===== config.mk =====
export PLATFORM = sky130hd
export DESIGN_NAME = imu_accel_filter_flat
export DESIGN_NICKNAME = d
export VERILOG_FILES = /design/src/rtl/imu_pkg.sv /design/src/rtl/imu_accel_filter_if.sv /design/src/rtl/imu_accel_filter_sync_edge.sv /design/src/rtl/imu_accel_filter.sv /design/src/flat_wrapper.sv
export SDC_FILE = /design/constraint.sdc
export NUM_CORES = 1
export LEC_CHECK = 0
export CAP_MARGIN = 10
export CORE_MARGIN = 2
export CORE_UTILIZATION = 43
export DETAILED_ROUTE_END_ITERATION = 10
export GPL_TIMING_DRIVEN = 0
export PLACE_DENSITY = 0.63
export SKIP_LAST_GASP = 1
export SYNTH_ARGS = -nofsm -noshare
export SYNTH_HDL_FRONTEND = slang
export SYNTH_SLANG_ARGS = --single-unit

===== constraint.sdc =====
create_clock -name clk -period 25 [get_ports clk]
set_input_delay 2.5 -clock clk [delete_from_list [all_inputs] [get_ports clk]]
set_output_delay 2.5 -clock clk [all_outputs]
set_load 0.01 [all_outputs]

===== src/rtl/imu_pkg.sv =====
// Shared definitions for the IMU accelerometer datapath.
//   AXIS_W   : width of one signed axis sample
//   FRAME_W  : width of one SPI reader burst {X, Y, Z}
//   *_LSB    : bit offsets of each axis within the frame
//   state_t  : filter FSM encoding
package imu_pkg;

    localparam int AXIS_W  = 16;
    localparam int FRAME_W = 48;

    localparam int X_LSB = 32;
    localparam int Y_LSB = 16;
    localparam int Z_LSB = 0;

    typedef enum logic [2:0] {
        ST_IDLE,
        ST_LOAD,
        ST_UPD_X,
        ST_UPD_Y,
        ST_UPD_Z,
        ST_DONE
    } state_t;

endpackage


===== src/rtl/imu_accel_filter_if.sv =====
// Bundle between the SPI reader side and the accelerometer filter.
//   ncs, raw_data          : reader chip select and latched 48-bit burst
//   raw_x/y/z, avg_x/y/z   : latest sample and windowed average per axis
//   avg_valid              : one-cycle pulse when raw_*/avg_* update
//   primed, overrun        : sticky status flags
// master = reader/consumer side, slave = filter.
interface imu_accel_filter_if #(
    parameter int AXIS_W = imu_pkg::AXIS_W
);
    logic                       ncs;
    logic [imu_pkg::FRAME_W-1:0] raw_data;
    logic signed [AXIS_W-1:0]   raw_x;
    logic signed [AXIS_W-1:0]   raw_y;
    logic signed [AXIS_W-1:0]   raw_z;
    logic signed [AXIS_W-1:0]   avg_x;
    logic signed [AXIS_W-1:0]   avg_y;
    logic signed [AXIS_W-1:0]   avg_z;
    logic                       avg_valid;
    logic                       primed;
    logic                       overrun;

    modport master (
        output ncs, raw_data,
        input  raw_x, raw_y, raw_z, avg_x, avg_y, avg_z, avg_valid, primed, overrun
    );

    modport slave (
        input  ncs, raw_data,
        output raw_x, raw_y, raw_z, avg_x, avg_y, avg_z, avg_valid, primed, overrun
    );
endinterface


===== src/rtl/imu_accel_filter_sync_edge.sv =====
// Two-flop synchronizer followed by a previous-value flop and rising-edge
// detector. All flops reset to RESET_VAL so a line already at that level
// when reset releases produces no edge.
//   clk, reset : clock, asynchronous active-high reset
//   din        : asynchronous input
//   rise       : high for one cycle after a synchronized 0->1 transition
module sync_edge #(
    parameter logic RESET_VAL = 1'b1
) (
    input  logic clk,
    input  logic reset,
    input  logic din,
    output logic rise
);
    logic s1, s2, s3;

    always_ff @(posedge clk or posedge reset) begin
        if (reset) begin
            s1 <= RESET_VAL;
            s2 <= RESET_VAL;
            s3 <= RESET_VAL;
        end else begin
            s1 <= din;
            s2 <= s1;
            s3 <= s2;
        end
    end

    assign rise = s2 & ~s3;
endmodule


===== src/rtl/imu_accel_filter.sv =====
// Accelerometer frame capture and per-axis moving average.
// A rising edge on the reader's ncs marks a complete 48-bit burst; the frame
// is latched, split into signed X/Y/Z, and each axis runs a 2^LOG_DEPTH
// window average held as a running sum over a circular history buffer.
//   clk, reset : clock, asynchronous active-high reset
//   bus        : slave side of imu_accel_filter_if (ncs/raw_data in,
//                raw_*/avg_*/avg_valid/primed/overrun out)
module imu_accel_filter #(
    parameter int LOG_DEPTH = 3,
    parameter int AXIS_W    = imu_pkg::AXIS_W
) (
    input  logic               clk,
    input  logic               reset,
    imu_accel_filter_if.slave  bus
);
    import imu_pkg::*;

    localparam int DEPTH = 1 << LOG_DEPTH;
    localparam int SUM_W = AXIS_W + LOG_DEPTH;
    localparam logic [LOG_DEPTH:0] FULL = (LOG_DEPTH + 1)'(DEPTH);

    typedef logic signed [AXIS_W-1:0] sample_t;
    typedef logic signed [SUM_W-1:0]  sum_t;

    state_t state, next_state;
    logic   frame_edge;

    sample_t new_x, new_y, new_z;
    sum_t    sum_x, sum_y, sum_z;
    sample_t hist_x [DEPTH];
    sample_t hist_y [DEPTH];
    sample_t hist_z [DEPTH];

    logic [LOG_DEPTH-1:0] wr_ptr;
    logic [LOG_DEPTH:0]   fill_cnt;

    sample_t raw_x_r, raw_y_r, raw_z_r;
    sample_t avg_x_r, avg_y_r, avg_z_r;
    logic    avg_valid_r, primed_r, overrun_r;

    sync_edge #(.RESET_VAL(1'b1)) u_ncs_edge (
        .clk   (clk),
        .reset (reset),
        .din   (bus.ncs),
        .rise  (frame_edge)
    );

    always_comb begin
        next_state = state;
        case (state)
            ST_IDLE:  if (frame_edge) next_state = ST_LOAD;
            ST_LOAD:  next_state = ST_UPD_X;
            ST_UPD_X: next_state = ST_UPD_Y;
            ST_UPD_Y: next_state = ST_UPD_Z;
            ST_UPD_Z: next_state = ST_DONE;
            ST_DONE:  next_state = ST_IDLE;
            default:  next_state = ST_IDLE;
        endcase
    end

    always_ff @(posedge clk or posedge reset) begin
        if (reset) begin
            state       <= ST_IDLE;
            new_x       <= '0;
            new_y       <= '0;
            new_z       <= '0;
            sum_x       <= '0;
            sum_y       <= '0;
            sum_z       <= '0;
            for (int unsigned i = 0; i < DEPTH; i++) begin
                hist_x[i] <= '0;
                hist_y[i] <= '0;
                hist_z[i] <= '0;
            end
            wr_ptr      <= '0;
            fill_cnt    <= '0;
            raw_x_r     <= '0;
            raw_y_r     <= '0;
            raw_z_r     <= '0;
            avg_x_r     <= '0;
            avg_y_r     <= '0;
            avg_z_r     <= '0;
            avg_valid_r <= 1'b0;
            primed_r    <= 1'b0;
            overrun_r   <= 1'b0;
        end else begin
            state       <= next_state;
            avg_valid_r <= 1'b0;

            // Frames arriving mid-update are dropped rather than queued.
            if (frame_edge && state != ST_IDLE)
                overrun_r <= 1'b1;

            case (state)
                ST_LOAD: begin
                    new_x <= bus.raw_data[X_LSB +: AXIS_W];
                    new_y <= bus.raw_data[Y_LSB +: AXIS_W];
                    new_z <= bus.raw_data[Z_LSB +: AXIS_W];
                end
                // Oldest sample is read and evicted in the same cycle it is
                // overwritten, so the sum always spans exactly DEPTH entries.
                ST_UPD_X: begin
                    sum_x          <= sum_x + sum_t'(new_x) - sum_t'(hist_x[wr_ptr]);
                    hist_x[wr_ptr] <= new_x;
                end
                ST_UPD_Y: begin
                    sum_y          <= sum_y + sum_t'(new_y) - sum_t'(hist_y[wr_ptr]);
                    hist_y[wr_ptr] <= new_y;
                end
                ST_UPD_Z: begin
                    sum_z          <= sum_z + sum_t'(new_z) - sum_t'(hist_z[wr_ptr]);
                    hist_z[wr_ptr] <= new_z;
                end
                ST_DONE: begin
                    raw_x_r     <= new_x;
                    raw_y_r     <= new_y;
                    raw_z_r     <= new_z;
                    // Arithmetic shift floors toward -inf.
                    avg_x_r     <= sample_t'(sum_x >>> LOG_DEPTH);
                    avg_y_r     <= sample_t'(sum_y >>> LOG_DEPTH);
                    avg_z_r     <= sample_t'(sum_z >>> LOG_DEPTH);
                    avg_valid_r <= 1'b1;
                    wr_ptr      <= wr_ptr + 1'b1;
                    if (fill_cnt != FULL)
                        fill_cnt <= fill_cnt + 1'b1;
                    if (fill_cnt >= FULL - 1'b1)
                        primed_r <= 1'b1;
                end
                default: ;
            endcase
        end
    end

    assign bus.raw_x     = raw_x_r;
    assign bus.raw_y     = raw_y_r;
    assign bus.raw_z     = raw_z_r;
    assign bus.avg_x     = avg_x_r;
    assign bus.avg_y     = avg_y_r;
    assign bus.avg_z     = avg_z_r;
    assign bus.avg_valid = avg_valid_r;
    assign bus.primed    = primed_r;
    assign bus.overrun   = overrun_r;
endmodule


===== src/flat_wrapper.sv =====
// flat-port wrapper written by rule: the top's interface ports become plain ports
module imu_accel_filter_flat import imu_pkg::*;
#(
    parameter int LOG_DEPTH = 3,
    parameter int AXIS_W    = imu_pkg::AXIS_W
)
  (clk, reset, bus_ncs, bus_raw_data, bus_raw_x, bus_raw_y, bus_raw_z, bus_avg_x, bus_avg_y, bus_avg_z, bus_avg_valid, bus_primed, bus_overrun);
  imu_accel_filter_if #(.AXIS_W(AXIS_W)) bus_i ();
  input  logic clk;
  input  logic reset;
  input wire logic [$bits(bus_i.ncs)-1:0] bus_ncs;
  input wire logic [$bits(bus_i.raw_data)-1:0] bus_raw_data;
  output wire logic [$bits(bus_i.raw_x)-1:0] bus_raw_x;
  output wire logic [$bits(bus_i.raw_y)-1:0] bus_raw_y;
  output wire logic [$bits(bus_i.raw_z)-1:0] bus_raw_z;
  output wire logic [$bits(bus_i.avg_x)-1:0] bus_avg_x;
  output wire logic [$bits(bus_i.avg_y)-1:0] bus_avg_y;
  output wire logic [$bits(bus_i.avg_z)-1:0] bus_avg_z;
  output wire logic [$bits(bus_i.avg_valid)-1:0] bus_avg_valid;
  output wire logic [$bits(bus_i.primed)-1:0] bus_primed;
  output wire logic [$bits(bus_i.overrun)-1:0] bus_overrun;
  assign bus_i.ncs = bus_ncs;
  assign bus_i.raw_data = bus_raw_data;
  assign bus_raw_x = bus_i.raw_x;
  assign bus_raw_y = bus_i.raw_y;
  assign bus_raw_z = bus_i.raw_z;
  assign bus_avg_x = bus_i.avg_x;
  assign bus_avg_y = bus_i.avg_y;
  assign bus_avg_z = bus_i.avg_z;
  assign bus_avg_valid = bus_i.avg_valid;
  assign bus_primed = bus_i.primed;
  assign bus_overrun = bus_i.overrun;
  imu_accel_filter #(.LOG_DEPTH(LOG_DEPTH), .AXIS_W(AXIS_W)) u_core (.clk(clk), .reset(reset), .bus(bus_i));
endmodule

## Word-level counts from Yosys, hierarchy flattened

Index checks and enable logic that the tools add are counted.

- Add/sub/neg operators: 8
- Multiply operators: 0
- Div/mod/pow operators: 0
- Order comparisons: 3
- Eq/ne operators: 7
- Shift operators: 0
- Muxes and demuxes: 17
- Bitwise operators: 3
- Reduce and logical (&&, ||, !) cells: 6

Operator list:

| operator | count |
|---|---|
| $bwmux W128 | 3 |
| $bmux W16 S3 | 3 |
| $mux W16 | 7 |
| $add A19 B16 Y19 | 3 |
| $sub A19 B16 Y19 | 3 |
| $demux W16 S3 | 1 |
| $pmux W3 S5 | 1 |
| $eq A3 B2 Y1 const B | 2 |
| $eq A3 B3 Y1 const B | 2 |
| $add A4 B1 Y4 const B | 1 |
| $ge A4 B3 Y1 const B | 1 |
| $ge A4 B4 Y1 const B | 1 |
| $lt A4 B1 Y1 const B | 1 |
| $ne A4 B4 Y1 const B | 1 |
| $not A3 Y4 | 1 |
| $reduce_and A2 Y1 | 2 |
| $add A3 B1 Y3 const B | 1 |
| $eq A3 B1 Y1 const B | 1 |
| $logic_not A3 Y1 | 1 |
| $mux W3 | 1 |
| $reduce_bool A3 Y1 | 1 |
| $logic_and A1 B1 Y1 | 2 |
| $ne A2 B1 Y1 const B | 1 |
| $and A1 B1 Y1 | 1 |
| other kinds (2) | 2 |

- Register bits after elaboration: 601
- Bits in latches: 0
- Memory bits (writable): 0
- Memory bits (read-only): 0
- Bits of input ports: 51
- Output and inout bits: 99
- Word-level logic and storage cells: 89
- Memories kept: 0

## Depth between registers and ports, before layout

- Word-level depth: 6
- Depth in mapped cells: 18
- Depth with buffers taken out: 15

## Hierarchy

Synthesis repeated with hierarchy kept, for this count alone.

- Cells, all modules: 2710
- Area, all modules: 27772.9 um^2

Modules (own cells, without submodules):

| module | instances | cells an instance | area each (um^2) | seq. area each (um^2) |
|---|---|---|---|---|
| imu_accel_filter | 1 | 2705 | 27676.5 | 14964.4 |
| sync_edge | 1 | 5 | 96.3 | 78.8 |

## Worst setup path after synthesis

Ideal clock, no wire load.

- Kind: reg2reg
- Start: reg u_core.wr_ptr[1]
- End: reg u_core.sum_x[16]
- Library setup time: 0.135 ns
- Data arrival time: 4.056 ns
- Data required time: 24.865 ns
- Setup slack: 20.810 ns
- Stages on the path, launching flop included: 18
- Buffers on the path: 3
- Clock period less this slack: 4.190 ns
- Path through: dfrtp_1 > buf_1 > nor2b_1 > and2_1 > clkbuf_1 > clkbuf_1 > a22oi_1 > nand4_1 > fa_1 > inv_1 > fa_1 > a211oi_1 > o21ai_1 > a41o_1 > nand3_1 > nand2_1 > a2111oi_0 > o31ai_1

- Cells in the longest elaborated chain, start to end: 5

RTL lines:

| what | RTL line | source |
|---|---|---|
| from (decl) | imu_accel_filter.sv:34 | `logic [LOG_DEPTH-1:0] wr_ptr;` |
| from (signal assigned) | imu_accel_filter.sv:123 | `wr_ptr <= wr_ptr + 1'b1;` |
| $not A3 Y4 (not written as such) | imu_accel_filter.sv:103 | `sum_x <= sum_x + sum_t'(new_x) - sum_t'(hist_x[wr_ptr]);` |
| $bmux W16 S3 | imu_accel_filter.sv:103 |  |
| $mux W16 (not written as such) (2 in a row) | imu_accel_filter.sv:103 |  |
| $sub A19 B16 Y19 | imu_accel_filter.sv:103 |  |
| to (signal assigned) | imu_accel_filter.sv:103 |  |
| to (decl) | imu_accel_filter.sv:29 | `sum_t sum_x, sum_y, sum_z;` |

Every way passes these cells. The select of a mux whose other input is x is not followed.
A chain may end at the register's enable or synchronous reset.

## Worst setup path after layout

- Start: reg u_core.wr_ptr[2]
- End: reg u_core.sum_x[16]

The elaborated chain is that of the path after synthesis.

==> results_dict.tcl <==
set metrics [dict create \
    fin_util_pct 51.0 \
    synth_edf_count 0 \
    route.detailed.drc 0 \
    max-clock-path-buffers 3 \
    clkLatencyLatePin_ps 620 \
    grt-ovfl-total 0 \
    synthCells 2780 \
    mostFrequentLayoutCells "dfrtp_1, nand2_1, o21ai_0" \
    syn_avg_cell_area_sq_um 10.1 \
    worst_ep_arrival_time_ps 6610 \
    synth_async_sr_flop_share_pct 100 \
    root_buffer "clkbuf_16" \
    crit_slowest_cell "clkbuf_1" \
    synthesis.area_sq_um 28000 \
    cp_num_buf_inv 5 \
    grt.total_usage_pct 27.1 \
    syn2layout_area_growth_pct 17.3 \
    cp_max_fo 10 \
    finClkSkew_ps 21.8 \
    fp-row-count 93 \
    h-tree-depth 3 \
    grt_pass1_vias 22300 \
    wl_per_cell_um 23.1 \
    wl_um 90100 \
    synth.distinct_cells 75 \
    hold_viol_final 0 \
    stdcell_area_sq_um 32800 \
    postPlaceCellArea_sq_um 30700 \
    route.vias.total 22200 \
    die_area_sq_um 67100 \
    maxCapViolCount 0 \
    seq_area_frac_synth_pct 53.8 \
    cts_resized 0 \
    die_w_um 259 \
    start_util_pct 43.5 \
    post_cts_buffers 0 \
    fin_crit_sh_pct 24.6 \
    endpoint_kind "flip-flop" \
    drtPass1Iterations 8 \
    cts_tree "done" \
    crit_required_ps 25460 \
    cts.clk_slew.worst_paths_ps 60 \
    nets 3168 \
    drive_above_1_share_pct 7.38 \
    rsz0062_at_grt "false" \
    setup_viol 0 \
    synth_seq_cells 601 \
    cpLargestDelayFamily "buffers and inverters" \
    coreArea_sq_um 64300 \
    cts_sinks 601 \
    critPathMaxStageDelay_ps 980 \
    place.gp.congestion 0.931 \
    outcome "finished, final reports clean" \
    drt-vias-per-instance 5.69 \
    die_y_um 259 \
    period_needed_ps 6140 \
    crit_chain "buf_6 > buf_6 > nor3b_1 > clkbuf_1 > clkbuf_1 > a22oi_1 > nand4_1 > ha_1 > inv_1 > ha_1 > fa_1 > a211oi_1 > o21ai_1 > a41o_1 > nand3_1 > nand2_1 > a2111oi_0 > o31ai_1" \
    max_freq_mhz 163 \
    max_slew.worst_pin.slew_ps 1410 \
    antenna_found_initial 2 \
    pin_count 150 \
    worstSetupStartpointType "flip-flop" \
    max_slew_margin_pct 5.94 \
    io_buffer_count 149 \
    dp_hpwl_um 63000 \
    ys.flop_type "dfrtp_1" \
    grt_max_degree 129 \
    slew_viol_final 0 \
    ctsHoldBuffers 0 \
    first_iter_violations 2062 \
    grt_pass1_wl_um 137000 \
    ant_nets 0 \
    hp-class "reg -> reg" \
    ys.warnings.count 0 \
    layout_commonest_cell "dfrtp_1" \
    crit_type "reg -> reg" \
    cts_buffers 66 \
    synth_nets 2945 \
]
cell families (layout without fill, tap and decap cells):
group | after synthesis | count (layout) | share of synthesized area (%)
DFF | 601 | 601 | 53.8
AOI/OAI and AO/OA | 789 | 789 | 16.8
and+or+nand+nor | 710 | 710 | 10.8
adders and majority gates | 114 | 114 | 6.55
buffers and inverters | 387 | 655 | 5.30
xor gates and xnor gates | 49 | 49 | 1.53
muxes | 130 | 130 | 5.23
other | 0 | 1 | 0
synthesized netlist by cell type (10+ instances only):
cell type	count	share of area (%)
a22oi_1	173	4.6
nor2_1	38	0.51
a211oi_1	10	0.27
mux2i_1	11	0.39
nand4_1	50	1.1
and3_1	12	0.27
mux2_2	96	3.9
xor2_1	26	0.81
inv_1	189	2.5
clkinv_1	15	0.20
nor3_1	10	0.18
dfrtp_1	598	54
fa_1	54	3.9
xnor2_1	23	0.72
ha_1	60	2.7
o21ai_0	292	5.2
nand2_1	533	7.2
clkbuf_1	154	2.1
buf_1	16	0.21
o21bai_1	10	0.27
nand3_1	20	0.36
mux2_1	22	0.89
o21ai_1	183	3.3
a21o_1	23	0.62
a21oi_1	39	0.70
path summary, 6_finish.rpt:
check | startpoint | to | slack (ps) | cells after the start
worst min register to register | u_core.u_ncs_edge.s1$_DFF_PP1_ | u_core.u_ncs_edge.s2$_DFF_PP1_ | 360 | 0
max in group asynchronous | reset | u_core.bus.avg_z[12]$_DFFE_PP0P_ | 20860 | 5
worst min-delay path | u_core.u_ncs_edge.s1$_DFF_PP1_ | u_core.u_ncs_edge.s2$_DFF_PP1_ | 360 | 0
worst max-delay path | u_core.wr_ptr[2]$_DFFE_PP0P_ | u_core.sum_x[16]$_DFFE_PP0P_ | 18860 | 18
min in group asynchronous | reset | u_core.bus.raw_y[2]$_DFFE_PP0P_ | 2290 | 2
worst max register to register | u_core.wr_ptr[2]$_DFFE_PP0P_ | u_core.sum_x[16]$_DFFE_PP0P_ | 18860 | 18
worst reg2reg max path: cells and delay by family, from the launching register on:
kind	cells	cell delay, ps
DFF	1	380
adders and majority gates	3	800
and+or+nand+nor	4	1080
AOI/OAI and AO/OA	6	1870
buffers and inverters	5	1870
area by class of cell:
class,instances,area (sq um)
Clock inverter,17,201
Tap cell,855,1070
Clock buffer,96,1910
Multi-Input combinational cell,1792,11400
Fill cell,5768,31600
Timing Repair Buffer,155,1640
Antenna cell,1,2.50
Buffer,183,716
Sequential cell,601,15000
Inverter,204,773
metrics by stage:
stage	hold slack, ps	worst slack (ps)	cells	setup TNS (ps)
after floorplan	345	5680	2780	0
after global placement	348	-439	3784	-226020
after detailed placement	351	18990	3790	0
after CTS	360	18970	3903	0
after global routing	361	18640	3903	0
final	358	18860	3904	0
registers in the layout, summed over array words and instances (netlist names), 4 cells and up:
signal	flops
u_core.bus.raw_x	16
u_core.hist_x	128
u_core.sum_x	19
u_core.bus.avg_z	16
u_core.new_y	16
u_core.new_x	16
u_core.bus.raw_z	16
u_core.hist_z	128
u_core.hist_y	128
u_core.bus.avg_x	16
u_core.new_z	16
u_core.sum_z	19
u_core.sum_y	19
u_core.bus.avg_y	16
u_core.fill_cnt	4
u_core.bus.raw_y	16
metal layers:
| metal | part of all wire [%] | GRT usage, % | wire length (um) | vias up |
|---|---|---|---|---|
| met4 | 4.7 | 12.8 | 4260 | 0 |
| met3 | 7.6 | 4.82 | 6850 | 236 |
| met5 | 0 | 0 | 0 | - |
| met2 | 47 | 44.0 | 42400 | 916 |
| met1 | 41 | 35.4 | 36600 | 11100 |
| li1 | - | - | - | 9957 |
Power is not shown: default switching activity piles up to over one toggle a cycle in this logic, so the estimate is an artifact.
